File: src/rtl/rs_encoder_15_11.sv
// rtl/rs_encoder_15_11.sv - Systematic RS(15,11) encoder over GF(16), serial codeword output
//
// Purpose:
//   Accepts 11 four-bit message symbols through a valid/ready handshake and
//   emits a 15-symbol codeword: the 11 message symbols, then parity p3..p0.
//   Field: GF(16), primitive polynomial x^4+x+1, alpha = 2.
//   Generator: g(x) = x^4 + 15x^3 + 3x^2 + 1x + 12.
//
// Ports:
//   CLK         in   system clock, rising edge
//   RESET       in   asynchronous active-low reset
//   in_symbol   in   [3:0] message symbol
//   in_valid    in   in_symbol valid this cycle
//   inj_err     in   [3:0] error pattern XORed onto out_symbol
//                    (present only when RS_ENC_ERR_INJECT_EN is defined)
//   in_ready    out  high while the encoder accepts message symbols
//   out_symbol  out  [3:0] registered codeword symbol
//   out_valid   out  out_symbol carries a codeword symbol
//   out_sof     out  first symbol of a codeword
//   out_eof     out  last symbol of a codeword (parity p0)
//
// Build option:
//   RS_ENC_ERR_INJECT_EN - adds inj_err; injected errors never reach the
//   parity registers, so they look like channel errors downstream.

module rs_encoder_15_11 (
    input  logic       CLK,
    input  logic       RESET,
    input  logic [3:0] in_symbol,
    input  logic       in_valid,
`ifdef RS_ENC_ERR_INJECT_EN
    input  logic [3:0] inj_err,
`endif
    output logic       in_ready,
    output logic [3:0] out_symbol,
    output logic       out_valid,
    output logic       out_sof,
    output logic       out_eof
);

    typedef enum logic {
        ST_DATA   = 1'b0,
        ST_PARITY = 1'b1
    } state_t;

    localparam logic [3:0] G3 = 4'd15;
    localparam logic [3:0] G2 = 4'd3;
    localparam logic [3:0] G1 = 4'd1;
    localparam logic [3:0] G0 = 4'd12;

    localparam logic [3:0] CNT_LAST_MSG = 4'd10;
    localparam logic [3:0] CNT_LAST_SYM = 4'd14;

    // Shift-and-add multiply; with constant b this collapses to an XOR network.
    function automatic logic [3:0] gf_mul(input logic [3:0] a, input logic [3:0] b);
        logic [3:0] acc;
        logic [3:0] sh;
        acc = 4'd0;
        sh  = a;
        for (int i = 0; i < 4; i++) begin
            if (b[i]) begin
                acc = acc ^ sh;
            end
            // multiply by alpha: x^4 reduces to x + 1
            sh = {sh[2:0], 1'b0} ^ (sh[3] ? 4'b0011 : 4'b0000);
        end
        return acc;
    endfunction

    state_t     state_q;
    logic [3:0] cnt_q;
    logic [3:0] p3_q;
    logic [3:0] p2_q;
    logic [3:0] p1_q;
    logic [3:0] p0_q;
    logic [3:0] out_symbol_q;
    logic       out_valid_q;
    logic       out_sof_q;
    logic       out_eof_q;

    logic [3:0] err_mask;
    logic [3:0] fb;

`ifdef RS_ENC_ERR_INJECT_EN
    assign err_mask = inj_err;
`else
    assign err_mask = 4'd0;
`endif

    // Feedback term of the division LFSR.
    assign fb = in_symbol ^ p3_q;

    assign in_ready   = (state_q == ST_DATA);
    assign out_symbol = out_symbol_q;
    assign out_valid  = out_valid_q;
    assign out_sof    = out_sof_q;
    assign out_eof    = out_eof_q;

    always_ff @(posedge CLK or negedge RESET) begin
        if (!RESET) begin
            state_q      <= ST_DATA;
            cnt_q        <= 4'd0;
            p3_q         <= 4'd0;
            p2_q         <= 4'd0;
            p1_q         <= 4'd0;
            p0_q         <= 4'd0;
            out_symbol_q <= 4'd0;
            out_valid_q  <= 1'b0;
            out_sof_q    <= 1'b0;
            out_eof_q    <= 1'b0;
        end else begin
            case (state_q)
                ST_DATA: begin
                    if (in_valid) begin
                        p3_q         <= p2_q ^ gf_mul(fb, G3);
                        p2_q         <= p1_q ^ gf_mul(fb, G2);
                        p1_q         <= p0_q ^ gf_mul(fb, G1);
                        p0_q         <= gf_mul(fb, G0);
                        out_symbol_q <= in_symbol ^ err_mask;
                        out_valid_q  <= 1'b1;
                        out_sof_q    <= (cnt_q == 4'd0);
                        out_eof_q    <= 1'b0;
                        cnt_q        <= cnt_q + 4'd1;
                        if (cnt_q == CNT_LAST_MSG) begin
                            state_q <= ST_PARITY;
                        end
                    end else begin
                        // Bubble: hold encoder state, output nothing.
                        out_valid_q <= 1'b0;
                        out_sof_q   <= 1'b0;
                        out_eof_q   <= 1'b0;
                    end
                end

                ST_PARITY: begin
                    // Drain parity highest degree first; zero fill leaves
                    // the registers clear for the next codeword.
                    out_symbol_q <= p3_q ^ err_mask;
                    out_valid_q  <= 1'b1;
                    out_sof_q    <= 1'b0;
                    out_eof_q    <= (cnt_q == CNT_LAST_SYM);
                    p3_q         <= p2_q;
                    p2_q         <= p1_q;
                    p1_q         <= p0_q;
                    p0_q         <= 4'd0;
                    if (cnt_q == CNT_LAST_SYM) begin
                        cnt_q   <= 4'd0;
                        state_q <= ST_DATA;
                    end else begin
                        cnt_q <= cnt_q + 4'd1;
                    end
                end

                default: begin
                    state_q <= ST_DATA;
                    cnt_q   <= 4'd0;
                end
            endcase
        end
    end

endmodule

File: config.mk
export PLATFORM = sky130hd
export DESIGN_NAME = rs_encoder_15_11
export DESIGN_NICKNAME = d
export VERILOG_FILES = /design/src/rtl/rs_encoder_15_11.sv
export SDC_FILE = /design/constraint.sdc
export NUM_CORES = 1
export LEC_CHECK = 0
export ABC_AREA = 1
export CAP_MARGIN = 30
export CORE_ASPECT_RATIO = 1.4
export CORE_MARGIN = 3
export CORE_UTILIZATION = 60
export DETAILED_ROUTE_END_ITERATION = 6
export PLACE_DENSITY = 0.91
export SYNTH_ARGS = -nofsm -noshare
export SYNTH_HDL_FRONTEND = slang
export SYNTH_SLANG_ARGS = --single-unit
File: constraint.sdc
create_clock -name CLK -period 3.4 [get_ports CLK]
set_input_delay 0.85 -clock CLK [delete_from_list [all_inputs] [get_ports CLK]]
set_output_delay 0.85 -clock CLK [all_outputs]
set_load 0.005 [all_outputs]
# Word level (Yosys, flattened, before mapping)
# Cells that the tools add are included.
# W data, S select, Z words.
# word_totals
register_bits,28
in_bits,7
output_inout_bits,8
word_cells,62
# classes
n_addsub,1
eq_ne,3
n_mux,35
bitwise,12
n_reduce_logical,1
# op_table
operator,count
$mux W4,17
$pmux W4 S2,6
$xor A4 B4 Y4,8
$xor A4 B2 Y4,3
$eq A4 B4 Y1 const B,2
$pmux W1 S2,4
$mux W2,3
$mux W1,5
$add A4 B1 Y4 const B,1
$logic_not A4 Y1,1
$ne A2 B2 Y1 const B,1
$not A1 Y1,1

# Longest topological paths before layout
# Gate-level depths: netlist of the first run.
# depth
word_depth,15
mapped_depth,10
mapped_depth_nobuf,10

# Worst setup path before layout of the first run
# No wires, ideal clock.
# synth_path
path_type,register to output
from,register state_q
to,output port in_ready
t_arrival_ps,767
t_required_ps,2550
path_slack_ps,1783
path_stages_with_launch,4
cell_sequence,dfrtp_1 buf_6 inv_2 buf_6
# synth_between
elab_chain_cells,1
# synth_lines
element,line,rtl
"start, declared",70,state_t state_q;
"start signal, assigned",101,state_q <= ST_DATA;
"start signal, assigned",125,state_q <= ST_PARITY;
"start signal, assigned",148,state_q <= ST_DATA;
$not A1 Y1,n/a,
"end, declared",34,"output logic in_ready,"
# Every way passes these cells.

# Final worst setup path of the first run
# Ends and elaborated chain as after synthesis.

==> results_dict.tcl, run 1 <==
set metrics [dict create \
    timing.fmax_mhz 374.5 \
    coreArea_sq_mm 0.002417 \
    critical_path_class "flip-flop to output pin" \
    wl_per_cell_um 12.70 \
    power_mw 1.621 \
    finalMaxSlewViolations 0 \
    syn_inst 201 \
    grt_pass1_wl_um 5471 \
    fin_crit_sh 0.7853 \
    grt_usage 0.2178 \
    rsz0062_at_grt "false" \
    grt_antenna_before_repair 0 \
    syn_avg_cell_area_sq_um 7.694 \
    pin_count 15 \
    status "finished clean" \
    finClkSkew_ns 0.002618 \
    drt_iter0_drc 55 \
    hpwl_um 2311 \
    cts_root_buffer "clkbuf_4" \
    ir_drop_mv 0.5644 \
    ys_types 23 \
    critPathLaunchType "flip-flop" \
    cts.sinks 28 \
    firstDrtPassIters 5 \
    synthTopCellsByArea "dfrtp_1 (45%), nand2_1 (18%), o21ai_0 (4.5%), inv_1 (3.9%), a21oi_1 (3.6%)" \
    clkLatencyLatePin_ns 0.33 \
    drv_cap 0 \
    cpMaxStageDelayCell "dfrtp_1" \
    required_ns 2.55 \
    cts_buffer_depth 2 \
    cts_inserted_buffers 3 \
    routed_wirelength_um 3176 \
    ctsHoldBuffers 0 \
    routabilityCongestion 0.9437 \
    cp_data_arrival_time_ns 1.82 \
    powerDensity_mw_per_mm2 927.6 \
    netlist.area_leader.share 0.4531 \
    finalHoldViolations 0 \
    grt_max_degree 29 \
    final_common_cell "nand2_1" \
    setup_viol 0 \
    path_max_fanout 17 \
    detail-route-antenna-nets 0 \
    final_layout_size_suffix_gt1_frac 0.08333 \
    syn2layout_area_growth_pct 13.03 \
    drcViolationCount 0 \
    slew_headroom 0.6731 \
    mostFrequentLayoutCells "nand2_1 (73), dfrtp_1 (28), inv_1 (16), o21ai_0 (14), clkdlybuf4s50_1 (14)" \
    cts_resized 0 \
    yosysSeqAreaShare 0.4531 \
    overflow 0 \
    cpPeakStageDelay_ns 0.59 \
    finalSetupTns_ns 0 \
    cts_tree "done" \
    postCtsSetupBuffers 0 \
    tightest_slew_ns 0.4904 \
    path_clk_slew_ns 0.14 \
    fin_crit_ns 2.670 \
    nets 227 \
    synth_area_sq_mm 0.001546 \
    die_w_um 48.91 \
    htreeDepth 1 \
    n_antenna_cell 0 \
    hp-class "flip-flop to flip-flop" \
    ys_seq_elements 28 \
    crit_chain "inv_2 -> clkdlybuf4s50_1" \
    portBuffers 14 \
    synth.yosys.warnings 0 \
    syn_nets 211 \
    end_kind "output pin" \
    dr_total_vias 1371 \
    start_util 0.6398 \
    rows 21 \
    grt_pass1_vias 1373 \
    vias_per_cell 5.484 \
    die_h_um 66.07 \
    p_leak_nw 0.8800 \
    die_area_sq_mm 0.003231 \
    synth_area_leader_cell "dfrtp_1" \
]
==> synth_stat cells (all sizes together) <==
| cell | count |
|---|---|
| buf | 4 |
| o21ai | 17 |
| dfrtp | 28 |
| xnor2 | 1 |
| a22o | 1 |
| clkbuf | 1 |
| ha | 3 |
| o21bai | 1 |
| xor2 | 6 |
| nand3 | 12 |
| nand2 | 80 |
| nor3 | 3 |
| nor2 | 9 |
| inv | 19 |
| nand4 | 5 |
| a21oi | 11 |
==> sequential cells by signal, summed over array words and instances (netlist names) <==
register and count:
out_sof 1, out_valid 1, out_symbol 4, state_q 1, p0_q 4, p2_q 4
out_eof 1, cnt_q 4, p1_q 4, p3_q 4
==> final timing paths <==
check                              from             to  slack, ns  depth (start not counted)
worst max-delay path            state_q       in_ready       0.73                          2
worst min-delay path            p1_q[1]        p2_q[1]       0.49                          1
worst max register to register  state_q       cnt_q[2]       1.68                          6
worst min register to register  p1_q[1]        p2_q[1]       0.49                          1
max in group asynchronous         RESET  out_symbol[0]       2.28                          2
min in group asynchronous         RESET  out_symbol[3]       0.87                          2
==> final cells by class <==
cell class / count / area (sq um)
Sequential cell: 28 / 700.7
Inverter: 19 / 71.32
Fill cell: 198 / 669.4
Clock buffer: 3 / 22.52
Multi-Input combinational cell: 149 / 725.7
Timing Repair Buffer: 16 / 155.1
Clock inverter: 1 / 30.03
Tap cell: 34 / 42.54
==> per-stage QoR <==
step / setup WS, ns / instances / utilization / hold WS (ns) / instance area [sq um]
after global placement: 1.047 / 246 / 0.7013 / 0.4595 / 1695
after global routing: 0.6461 / 250 / 0.7231 / 0.5203 / 1748
after CTS: 0.7308 / 250 / 0.7231 / 0.4866 / 1748
after detailed placement: 0.9704 / 246 / 0.7013 / 0.4661 / 1695
after floorplan: 1.783 / 201 / - / 0.4449 / 1546
final: 0.7300 / 250 / 0.7231 / 0.4889 / 1748
==> metal layers <==
metal,global-route usage,wire [um],share of wire,vias to the layer above
met4,0.1210,76,0.024,0
met3,0.02935,188,0.059,9
met5,0,0,0,-
li1,-,-,-,671
met1,0.2511,1311,0.41,637
met2,0.3878,1601,0.50,54
==> critical path: cells and delay by family, from the launching register on <==
family | cells | cell delay (ns)
flip-flops | 1 | 0.59
buffers and inverters | 2 | 0.90
==> power by group <==
part           internal, mW  switching (mW)
Clock                 0.119          0.0961
Sequential            0.488           0.143
Combinational         0.313           0.462
==> logic make-up after synthesis <==
| logic type | Yosys count | share of synthesized area |
|---|---|---|
| buffers and inverters | 24 | 0.07767 |
| DFF | 28 | 0.4531 |
| adders and majority gates | 3 | 0.02427 |
| xor gates and xnor gates | 7 | 0.03964 |
| AOI/OAI and AO/OA | 30 | 0.1011 |
| and+or+nand+nor | 109 | 0.3042 |
Note: power is estimated with default switching activity, not from simulation.
==> run 2: changes to the inputs <==
--- a/config.mk
+++ b/config.mk
@@ -9,9 +9,9 @@
 export CAP_MARGIN = 30
 export CORE_ASPECT_RATIO = 1.4
 export CORE_MARGIN = 3
-export CORE_UTILIZATION = 60
+export CORE_UTILIZATION = 50
 export DETAILED_ROUTE_END_ITERATION = 6
-export PLACE_DENSITY = 0.91
+export PLACE_DENSITY = 0.82
 export SYNTH_ARGS = -nofsm -noshare
 export SYNTH_HDL_FRONTEND = slang
 export SYNTH_SLANG_ARGS = --single-unit
==> constraint.sdc (replaced) <==
create_clock -name CLK -period 2.15 [get_ports CLK]
set_input_delay 0.5375 -clock CLK [delete_from_list [all_inputs] [get_ports CLK]]
set_output_delay 0.5375 -clock CLK [all_outputs]
set_load 0.005 [all_outputs]
==> results_dict.tcl, run 2 (synthesis results as in run 1) <==
set metrics [dict create \
    finalHoldViolations 0 \
    die_w_um 53 \
    status "finished clean" \
    hpwl_um 2400 \
    cts.sinks 28 \
    finClkSkew_ns 0.003467 \
    nets 229 \
    r2r_cells 7 \
    grt_pass1_vias 1330 \
    start_util 0.5321 \
    syn2layout_area_growth_pct 13.51 \
    vias_per_cell 5.224 \
    finalMaxSlewViolations 0 \
    p_leak_nw 0.8832 \
    cp_data_arrival_time_ns 1.22 \
    die_h_um 71.81 \
    dr_total_vias 1327 \
    drt_iter0_drc 33 \
    final_layout_size_suffix_gt1_frac 0.08756 \
    timing.fmax_mhz 570.6 \
    cts_root_buffer "clkbuf_8" \
    cpMaxStageDelayCell "clkdlybuf4s50_1" \
    rows 23 \
    fin_crit_ns 1.753 \
    cts_buffer_depth 2 \
    hp-class "flip-flop to flip-flop" \
    slew_headroom 0.7654 \
    die_area_sq_mm 0.003806 \
    routabilityCongestion 0.7918 \
    required_ns 1.61 \
    grt_antenna_before_repair 0 \
    htreeDepth 1 \
    critical_path_class "flip-flop to output pin" \
    fin_crit_sh 0.8152 \
    cpPeakStageDelay_ns 0.48 \
    grt_usage 0.2003 \
    clkLatencyLatePin_ns 0.27 \
    crit_chain "inv_2 -> clkdlybuf4s50_1" \
    min_path_cells 1 \
    wl_per_cell_um 12.80 \
    tightest_slew_ns 0.3519 \
    critPathLaunchType "flip-flop" \
    grt_pass1_wl_um 5713 \
    path_max_fanout 2 \
    setup_viol 0 \
    path_clk_slew_ns 0.09 \
    rsz0062_at_grt "false" \
    ctsHoldBuffers 0 \
    final_common_cell "nand2_1" \
    postCtsSetupBuffers 0 \
    cts_inserted_buffers 3 \
    mostFrequentLayoutCells "nand2_1 (73), dfrtp_1 (28), inv_1 (16), o21ai_0 (14), clkdlybuf4s50_1 (14)" \
    cts_resized 0 \
    powerDensity_mw_per_mm2 1443 \
    overflow 0 \
    pin_count 15 \
    n_antenna_cell 0 \
    detail-route-antenna-nets 0 \
    portBuffers 14 \
    finalSetupTns_ns 0 \
    drcViolationCount 0 \
    coreArea_sq_mm 0.002907 \
    grt_max_degree 29 \
    routed_wirelength_um 3251 \
    drv_cap 0 \
    cts_tree "done" \
    power_mw 2.533 \
    ir_drop_mv 0.7715 \
    end_kind "output pin" \
    firstDrtPassIters 4 \
]
run 2: changes by cell type in the layout (fill, tap and decap cells not counted), sizes merged:
| cell | delta |
|---|---|
| buf | +2 |
| bufinv | -1 |
run 2: worst max-delay path: cells and delay by family (launching register included):
family / cells / cell delay (ns)
buffers and inverters: 2 / 0.54
flip-flops: 1 / 0.40
run 2: layer usage:
metal	GRT usage	up-vias	wire length [um]
met5	0	-	0
met2	0.3564	15	1690
met1	0.2379	631	1441
met4	0.09375	0	67
met3	0.01247	5	51
li1	-	676	-
run 2: layout make-up:
| type | count | area (sq um) |
|---|---|---|
| Timing Repair Buffer | 18 | 170.2 |
| Inverter | 19 | 71.32 |
| Multi-Input combinational cell | 149 | 725.7 |
| Clock buffer | 3 | 41.29 |
| Tap cell | 37 | 46.29 |
| Sequential cell | 28 | 700.7 |
| Fill cell | 276 | 1151 |
run 2: through the flow:
stage          cell area, sq um  std cells  hold WS, ns  setup slack (ns)    util
2_1_floorplan              1546        201       0.2419            0.8456       -
3_3_place_gp               1714        251       0.4726            0.2589  0.5898
3_5_place_dp               1714        251       0.4761            0.1952  0.5898
4_1_cts                    1755        254       0.4885            0.3938  0.6040
5_1_grt                    1755        254       0.5182            0.3278  0.6040
6_report                   1755        254       0.4890            0.3974  0.6040
run 2: path summary, 6_finish.rpt:
kind,from,endpoint,slack [ns]
worst max-delay path,state_q,in_ready,0.40
worst min-delay path,p1_q[1],p2_q[1],0.49
worst max register to register,state_q,p2_q[2],0.65
worst min register to register,p1_q[1],p2_q[1],0.49
max in group asynchronous,RESET,out_symbol[3],1.26
min in group asynchronous,RESET,out_symbol[0],0.63
run 2: power by group:
part           internal (mW)  leakage, nW  switching [mW]
Sequential             0.774        0.344           0.182
Clock                  0.126       0.0216           0.158
Combinational          0.520        0.518           0.774
Total                   1.42        0.883            1.11
==> RTL edit, RTL diff (flow settings as in run 2) <==
Build with the macro `RS_ENC_ERR_INJECT_EN` defined.
--- a/src/rtl/rs_encoder_15_11.sv
+++ b/src/rtl/rs_encoder_15_11.sv
@@ -22,6 +22,8 @@
 // Build option:
 //   RS_ENC_ERR_INJECT_EN - adds inj_err; injected errors never reach the
 //   parity registers, so they look like channel errors downstream.
+
+`define RS_ENC_ERR_INJECT_EN
 
 module rs_encoder_15_11 (
     input  logic       CLK,
Interface: changed (added inj_err); port bits go from 15 to 19. The function was not compared with the original's and may differ.
==> RTL edit against run 2 <==
First-iteration DRC count grew 64%. Die area shrank 3.4%. Synthesized area fell by 3.7%. Cell area grew 0.50%. Critical endpoint unchanged. Sequential cell count unchanged. Power shrank 0.97%. Setup slack got worse by 0.10 ns. Wire length down 6.0%.
==> RTL edit: results (changes against run 2) <==
.. list-table::
   :header-rows: 1

   * - Metric
     - Value
   * - VDD IR-drop max
     - 0.871 mV (+13%)
   * - Area growth syn-to-layout
     - 18.5%
   * - Distinct cells, synth
     - 22 (-4.3%)
   * - Maximum number of pins on one net before global-route repair
     - 35 (+21%)
   * - Cell count after synthesis
     - 186 (-7.5%)
   * - Commonest cells in the netlist
     - sky130_fd_sc_hd__nand2_1, sky130_fd_sc_hd__dfrtp_1, sky130_fd_sc_hd__o21ai_0, sky130_fd_sc_hd__inv_1, sky130_fd_sc_hd__nand3_1
   * - Proportion of layout cells with a drive suffix above 1
     - 6.25% (-2.5 points)
   * - Switching fraction of total power
     - 42.7% (-1.2 points)
   * - Root cell of the clock tree
     - sky130_fd_sc_hd__clkbuf_4
   * - Final Non-Filler Cells
     - 244 (-3.9%)
   * - Sequential area share after synthesis
     - 47.1% (+1.8 points)
   * - Run status
     - finished clean
   * - Initial drt markers
     - 54 (+64%)
   * - Post-DR wirelength/cell
     - 12.5 µm (-2.1%)
   * - Clk pwr
     - 0.254 mW (-11%)
   * - Latest clock arrival within the worst-skew pair
     - 0.33 ns (+0.06 ns)
   * - All-layer global routing usage
     - 19.6% (-0.47 points)
   * - Post-Synthesis Net Count
     - 200 (-5.2%)
   * - Sequential power
     - 0.945 mW (-1%)
   * - Headroom to the max-slew limit
     - 74.5% (-2.0 points)
   * - Post-placement setup slack
     - 0.0488 ns (-0.146 ns)
   * - Post-layout net count
     - 223 (-2.6%)
   * - Count of vias placed by the detailed router
     - 1254 (-5.5%)
   * - Max stage delay on crit path
     - 0.50 ns (+0.02 ns)
   * - Power dissipated by switching net loads
     - 1.07 mW (-3.7%)
   * - Layout fillers
     - 223 (-19%)
   * - Leakage Power
     - 0.859 nW (-2.7%)
   * - Final setup skew
     - 0.00457 ns (+0.00111 ns)
   * - GPL Wtd Cong
     - 0.943 (+19%)
   * - Clock transition time at the flip-flop clock pins of the worst setup and hold paths
     - 0.14 ns (+0.05 ns)
   * - Placed inst area
     - 0.00173 mm² (+0.80%)
-- RTL edit: cell types whose count changed after synthesis, sizes merged, moves of 2 or more --
cell	before	now
clkbuf	1	3
a21oi	11	2
xnor2	1	7
o21ai	17	21
inv	19	14
xor2	6	11
nand4	5	3
nand2	80	71
buf	4	2
nor2	9	4
-- RTL edit: layout make-up --
type	count	share of cell area [%]
multi-input combinational	138	40.1
sequential	28	39.7
timing repair buffer	23	12.3
inverter	15	3.19
tap	36	2.55
clock buffer	4	2.06
-- RTL edit: worst paths after layout --
path / from / slack [ns] / end / cells after the start
max: state_q$_DFF_PN0_ / 0.29 / in_ready / 2
min: p1_q[1]$_DFFE_PN0P_ / 0.50 / p2_q[1]$_DFFE_PN0P_ / 1
max reg2reg: p3_q[1]$_DFFE_PN0P_ / 0.61 / p3_q[3]$_DFFE_PN0P_ / 9
min reg2reg: p1_q[1]$_DFFE_PN0P_ / 0.50 / p2_q[1]$_DFFE_PN0P_ / 1
max in group asynchronous: RESET / 1.32 / p0_q[1]$_DFFE_PN0P_ / 2
min in group asynchronous: RESET / 0.56 / p0_q[0]$_DFFE_PN0P_ / 2
-- RTL edit: cells by family (layout without fill, tap and decap cells) --
group                    count (synthesis)  after routing  share of synthesized area [%]
XOR/XNOR                                18             18                           11.1
AO/OA/AOI/OAI                           23             23                           7.73
buffers and inverters                   20             42                           5.38
adder cells (fa/ha/maj)                  3              3                           2.52
flip-flops                              28             28                           47.1
AND/OR/NAND/NOR                         94             94                           26.2
-- RTL edit: layer usage --
layer / track usage, % / up-vias / routed length [µm]
li1: - / 638 / -
met1: 24.3 / 570 / 1220
met2: 33.4 / 39 / 1590
met3: 1.89 / 7 / 171
met4: 8.75 / 0 / 68
met5: 0 / - / 0
